$ cat config.mk
export PLATFORM = sky130hd
export DESIGN_NAME = hex_stopwatch
export DESIGN_NICKNAME = d
export VERILOG_FILES = /design/src/rtl/hex_stopwatch.sv
export SDC_FILE = /design/constraint.sdc
export NUM_CORES = 1
export LEC_CHECK = 0
export BUFFER_PORTS_ARGS = -buffer_cell sky130_fd_sc_hd__clkbuf_2
export CAP_MARGIN = 25
export CORE_MARGIN = 1.5
export CORE_UTILIZATION = 55
export DETAILED_ROUTE_END_ITERATION = 8
export HOLD_SLACK_MARGIN = 0.12
export PLACE_DENSITY = 0.75
export SLEW_MARGIN = 15
export SYNTH_ARGS = -nofsm -noshare
export SYNTH_HDL_FRONTEND = slang
export SYNTH_SLANG_ARGS = --single-unit
$ cat constraint.sdc
create_clock -name CLOCK_50 -period 4.2 [get_ports CLOCK_50]
set_clock_uncertainty 0.15 [all_clocks]
set_input_delay 1.26 -clock CLOCK_50 [delete_from_list [all_inputs] [get_ports CLOCK_50]]
set_output_delay 1.26 -clock CLOCK_50 [all_outputs]
set_load 0.01 [all_outputs]
$ cat src/rtl/hex_stopwatch.sv
// hex_stopwatch: MM:SS.hh stopwatch for the six DE-series seven-segment digits.
// The display is updated by a prescaled tick driving cascaded BCD counters.
// Start/stop and clear keys are synchronized and edge-detected.
// lap_hold freezes the display registers while the counters keep running.
//
// Key handshake: each key press produces exactly one pulse (start_p / clear_p).
// The pulse is high for one cycle, in the cycle after the third clock edge that
// sees the key low. The FSM consumes the pulse in that same cycle. There is no
// back-pressure.
module hex_stopwatch #(
    parameter int TICK_DIV = 500000
) (
    input  logic       CLOCK_50,
    input  logic       resetn,
    input  logic       key_start_n,
    input  logic       key_clear_n,
    input  logic       lap_hold,
    output logic [6:0] HEX0,
    output logic [6:0] HEX1,
    output logic [6:0] HEX2,
    output logic [6:0] HEX3,
    output logic [6:0] HEX4,
    output logic [6:0] HEX5,
    output logic       running,
    output logic       overflow
);

    localparam int PW = $clog2(TICK_DIV);
    localparam logic [PW-1:0] PRESC_MAX = PW'(TICK_DIV - 1);

    typedef enum logic [1:0] {S_IDLE, S_RUN, S_PAUSE} state_t;

    state_t            state_q, state_d;
    logic              running_q, running_d;
    logic [2:0]        start_sync_q, start_sync_d;
    logic [2:0]        clear_sync_q, clear_sync_d;
    logic              start_p_q, start_p_d;
    logic              clear_p_q, clear_p_d;
    logic [PW-1:0]     presc_q, presc_d;
    logic              tick;
    logic              clear_all;
    // Packed BCD count {m1, m0, s1, s0, h1, h0}; h0 sits in bits [3:0].
    logic [23:0]       cnt_q, cnt_d;
    logic              overflow_q, overflow_d;
    logic [5:0][6:0]   hex_q, hex_d;

    // Active-low segment code; bit0 = a ... bit6 = g.
    function automatic logic [6:0] seg7(input logic [3:0] d);
        case (d)
            4'd0:    seg7 = 7'h40;
            4'd1:    seg7 = 7'h79;
            4'd2:    seg7 = 7'h24;
            4'd3:    seg7 = 7'h30;
            4'd4:    seg7 = 7'h19;
            4'd5:    seg7 = 7'h12;
            4'd6:    seg7 = 7'h02;
            4'd7:    seg7 = 7'h78;
            4'd8:    seg7 = 7'h00;
            4'd9:    seg7 = 7'h10;
            default: seg7 = 7'h7F;
        endcase
    endfunction

    // Synchronizer shift and falling-edge detection. The bit [2] vs [1] compare
    // places the registered pulse in the cycle after the third edge.
    always_comb begin
        start_sync_d = {start_sync_q[1:0], key_start_n};
        clear_sync_d = {clear_sync_q[1:0], key_clear_n};
        start_p_d    = start_sync_q[2] & ~start_sync_q[1];
        clear_p_d    = clear_sync_q[2] & ~clear_sync_q[1];
    end

    // Next state. A simultaneous clear wins outside RUN; start wins inside RUN.
    always_comb begin
        state_d   = state_q;
        clear_all = 1'b0;
        case (state_q)
            S_IDLE: begin
                if (!clear_p_q && start_p_q) state_d = S_RUN;
            end
            S_RUN: begin
                if (start_p_q) state_d = S_PAUSE;
            end
            S_PAUSE: begin
                if (clear_p_q) begin
                    state_d   = S_IDLE;
                    clear_all = 1'b1;
                end else if (start_p_q) begin
                    state_d = S_RUN;
                end
            end
            default: state_d = S_IDLE;
        endcase
        running_d = (state_d == S_RUN);
    end

    // Prescaler. It counts only in RUN, holds in PAUSE, and is zeroed in IDLE or on clear.
    always_comb begin
        tick    = (state_q == S_RUN) && (presc_q == PRESC_MAX);
        presc_d = presc_q;
        if (state_q == S_IDLE || clear_all) begin
            presc_d = '0;
        end else if (state_q == S_RUN) begin
            presc_d = tick ? '0 : presc_q + 1'b1;
        end
    end

    // Cascaded BCD counters: hh 00..99, SS 00..59, MM 00..99. Wrapping past
    // 99:59.99 sets the sticky overflow flag.
    always_comb begin
        cnt_d      = cnt_q;
        overflow_d = overflow_q;
        if (clear_all) begin
            cnt_d      = '0;
            overflow_d = 1'b0;
        end else if (tick) begin
            if (cnt_q[3:0] != 4'd9) cnt_d[3:0] = cnt_q[3:0] + 4'd1;
            else begin
                cnt_d[3:0] = 4'd0;
                if (cnt_q[7:4] != 4'd9) cnt_d[7:4] = cnt_q[7:4] + 4'd1;
                else begin
                    cnt_d[7:4] = 4'd0;
                    if (cnt_q[11:8] != 4'd9) cnt_d[11:8] = cnt_q[11:8] + 4'd1;
                    else begin
                        cnt_d[11:8] = 4'd0;
                        if (cnt_q[15:12] != 4'd5) cnt_d[15:12] = cnt_q[15:12] + 4'd1;
                        else begin
                            cnt_d[15:12] = 4'd0;
                            if (cnt_q[19:16] != 4'd9) cnt_d[19:16] = cnt_q[19:16] + 4'd1;
                            else begin
                                cnt_d[19:16] = 4'd0;
                                if (cnt_q[23:20] != 4'd9) cnt_d[23:20] = cnt_q[23:20] + 4'd1;
                                else begin
                                    cnt_d[23:20] = 4'd0;
                                    overflow_d   = 1'b1;
                                end
                            end
                        end
                    end
                end
            end
        end
    end

    // Display registers follow the counters unless lap_hold freezes them.
    always_comb begin
        hex_d = hex_q;
        if (!lap_hold) begin
            for (int i = 0; i < 6; i++) hex_d[i] = seg7(cnt_q[4*i +: 4]);
        end
    end

    // FSM state and registered running flag.
    always_ff @(posedge CLOCK_50 or negedge resetn) begin
        if (!resetn) begin
            state_q   <= S_IDLE;
            running_q <= 1'b0;
        end else begin
            state_q   <= state_d;
            running_q <= running_d;
        end
    end

    // Key synchronizers, pulses, prescaler, counters and display.
    always_ff @(posedge CLOCK_50 or negedge resetn) begin
        if (!resetn) begin
            start_sync_q <= '0;
            clear_sync_q <= '0;
            start_p_q    <= 1'b0;
            clear_p_q    <= 1'b0;
            presc_q      <= '0;
            cnt_q        <= '0;
            overflow_q   <= 1'b0;
            hex_q        <= {6{7'h40}};
        end else begin
            start_sync_q <= start_sync_d;
            clear_sync_q <= clear_sync_d;
            start_p_q    <= start_p_d;
            clear_p_q    <= clear_p_d;
            presc_q      <= presc_d;
            cnt_q        <= cnt_d;
            overflow_q   <= overflow_d;
            hex_q        <= hex_d;
        end
    end

    assign HEX0     = hex_q[0];
    assign HEX1     = hex_q[1];
    assign HEX2     = hex_q[2];
    assign HEX3     = hex_q[3];
    assign HEX4     = hex_q[4];
    assign HEX5     = hex_q[5];
    assign running  = running_q;
    assign overflow = overflow_q;

endmodule
==> results.cfg <==
[route]
drcViolationCount = 0
vias_per_cell = 5.56
drt_iter0_markers = 221
drtPass1Iterations = 5
ant_nets = 0
wl_mm = 10.3
vias = 4184
wire_per_inst_microns = 13.6

[clock_tree]
htree_levels = 3
root_buffer = clkbuf_8
cts_sinks = 97
tritoncts = yes
post_cts_resized = 0
cts.path.max_buffers = 2
ctsHoldBuffers = 0
clkSlewWorstSetupHoldPaths_ps = 100
post_cts.repair.setup_buffers = 0
cts_buffers = 9
worstSkewPairLatency_ps = 370

[setup_path]
max_stage_delay_ps = 630
path_class = flop to flop
r2r_start = presc_q[5]
cp_top_family = simple AND/OR/NAND/NOR gates
slowest_stage = nor4_1
worstPathArrival_ps = 3000
crit_path_end_kind = flop
crit_fanout = 16
required_ps = 4330
crit_path_start_kind = flop
cp_cell_sequence = or3b_1 > nor4_1 > nand3_2 > or4_1 > a21oi_1
crit_buf_inv = 0
crit_start = presc_q[5]

[power]
clockPowerShare_pct = 35.3
power.density_mw_per_mm2 = 296
p_seq_share_pct = 57.1
intPower_w = 0.00129
vdd_drop_max_mv = 0.200
switching_share_pct = 24.5
p_leak_nw = 2.55
switching_power_w = 0.000421
p_comb_share_pct = 7.6

[placement]
dp_hpwl_mm = 7.11
gp_congestion = 0.851
dp_slack_ps = 1400
io_buffer_count = 48

[final_layout]
num-fill-cells = 795
drive_gt1_share_pct = 13.5
nets = 654
antennaDiodeCount = 0
area_growth_syn_to_layout_pct = 10.5

[sta]
hold_viol_final = 0
rsz0062_at_grt = no
drv_slew = 0
fin_crit_sh_pct = 68.4
fin_crit_ps = 2870
setup_tns_ps = 0
setup_violations = 0
setup_ws_ps = 1330
tightest_slew_ps = 899
relSlewSlack_pct = 38.5
holdWs_ps = 210
fmax_mhz = 348

[logic_synthesis]
synth_edf_count = 0
synthFlopType = dfrtp_1
syn-cell-area_sq_mm = 0.00525
syn-num-nets = 620
ys_seq_elements = 97
syn-instance-count = 584
ys_types = 48
async_reset_ff_share_pct = 100
syn_area_per_cell_sq_um = 8.98
yosysWarnings = 0
synth-seq-area-share_pct = 46.4

[hold_path]
hold_start = start_sync_q[0]
hp-class = flop to flop

[floorplan]
chipHeight_microns = 101
die_w_microns = 101
num_rows = 35
dieArea_sq_mm = 0.0101
ios = 49
start_util_pct = 56.8
fp.coreArea_sq_mm = 0.00924

[job]
drv_cap = 0

[outcome]
status = complete, no violations

[grt]
grt_pass1_wl_mm = 18.0
grt_max_degree = 98
grt.overflow.total = 0
grt_pass1_vias = 4049
grt_usage_pct = 21.8
antenna_found_initial = 0
[final timing paths]
kind / cells after the start / slack [ps] / to
setup / recovery: 5 / 1330 / cnt_q[19]
hold / removal: 0 / 210 / start_sync_q[1]
setup reg to reg: 5 / 1330 / cnt_q[19]
hold reg to reg: 0 / 210 / start_sync_q[1]
max in group asynchronous: 2 / 2720 / HEX0[6]
min in group asynchronous: 2 / 760 / HEX3[3]
[area by class of cell]
| class | instances | area [sq um] | area share [%] |
|---|---|---|---|
| Tap cell | 129 | 161 | 2.78 |
| Clock inverter | 3 | 42.5 | 0.734 |
| Inverter | 30 | 113 | 1.94 |
| Sequential cell | 97 | 2430 | 42.0 |
| Multi-Input combinational cell | 426 | 2580 | 44.6 |
| Timing Repair Buffer | 54 | 313 | 5.40 |
| Clock buffer | 13 | 149 | 2.57 |
[logic make-up (layout without fill, tap and decap cells)]
logic type / count (synthesis) / after routing / share of synthesized area, %
AND/OR/NAND/NOR: 218 / 218 / 21.0
AO/OA/AOI/OAI: 150 / 150 / 16.1
flip-flops: 97 / 97 / 46.4
buffers and inverters: 61 / 100 / 4.36
adder cells (fa/ha/maj): 31 / 31 / 7.39
XOR/XNOR: 16 / 16 / 2.67
multiplexers: 11 / 11 / 2.12
[synth_stat cells (4+ instances only)]
| cell | instances | share of area (%) |
|---|---|---|
| nand4_1 | 7 | 0.83 |
| nor2b_1 | 8 | 0.95 |
| a21oi_1 | 44 | 4.2 |
| dfstp_2 | 6 | 3.0 |
| inv_1 | 30 | 2.1 |
| and3_1 | 5 | 0.60 |
| nand2_1 | 74 | 5.3 |
| a31oi_1 | 4 | 0.48 |
| o22ai_1 | 6 | 0.72 |
| xor2_1 | 7 | 1.2 |
| xnor2_1 | 9 | 1.5 |
| or2_2 | 4 | 0.48 |
| mux2i_1 | 10 | 1.9 |
| o31ai_1 | 11 | 1.6 |
| nand3b_1 | 11 | 1.6 |
| nand2b_1 | 10 | 1.2 |
| a211oi_1 | 4 | 0.57 |
| nand3_1 | 18 | 1.7 |
| dfrtp_1 | 91 | 43 |
| o21ai_0 | 68 | 6.5 |
| nor4_1 | 5 | 0.60 |
| clkbuf_1 | 28 | 2.0 |
| or4_1 | 5 | 0.72 |
| nor2_1 | 48 | 3.4 |
| ha_1 | 31 | 7.4 |
[metrics by stage]
| step | cell area, sq um | utilization (%) | power, W | cells |
|---|---|---|---|---|
| final | 5800 | 62.7 | 0.00172 | 752 |
| after global routing | 5800 | 62.7 | 0.00179 | 752 |
| after CTS | 5770 | 62.4 | 0.00173 | 750 |
| after detailed placement | 5580 | 60.4 | 0.00113 | 734 |
| after global placement | 5580 | 60.4 | 0.00112 | 734 |
| after floorplan | 5250 | - | 0.00107 | 584 |
[registers in the layout, summed over array words and instances, names as in the netlist]
name,cells
state_q,2
HEX4,7
HEX5,7
start_sync_q,3
HEX3,7
clear_p_q,1
clear_sync_q,3
start_p_q,1
HEX1,7
overflow,1
cnt_q,24
running,1
HEX0,7
presc_q,19
HEX2,7
[routing by layer]
layer	share of wire [%]	global-route usage, %	routed length, microns	up-vias
met5	0	0	0	-
met4	1.8	9.53	183	0
met3	4.0	3.33	415	18
met2	49	37.4	4970	92
met1	46	27.3	4680	1987
li1	-	-	-	2087
[power by group through the flow]
stage	Combinational, W	Sequential [W]	Clock [W]
after floorplan	0.0000777	0.000996	0
after global placement	0.000127	0.000996	0
after detailed placement	0.000130	0.000997	0
after CTS	0.000131	0.000979	0.000619
after global routing	0.000149	0.000984	0.000656
final	0.000131	0.000979	0.000605
[layout by cell type (no fill, tap or decap), drive strengths merged, types with 8 or more instances in the layout]
cell,instances
a21oi,44
inv,30
ha,31
clkbuf,59
xnor2,9
nor2,48
o31ai,11
nor2b,8
o21ai,68
nand2,74
dfrtp,91
nand3,19
mux2i,10
nand3b,11
buf,8
nand2b,10
(Power assumes the default switching activity.)
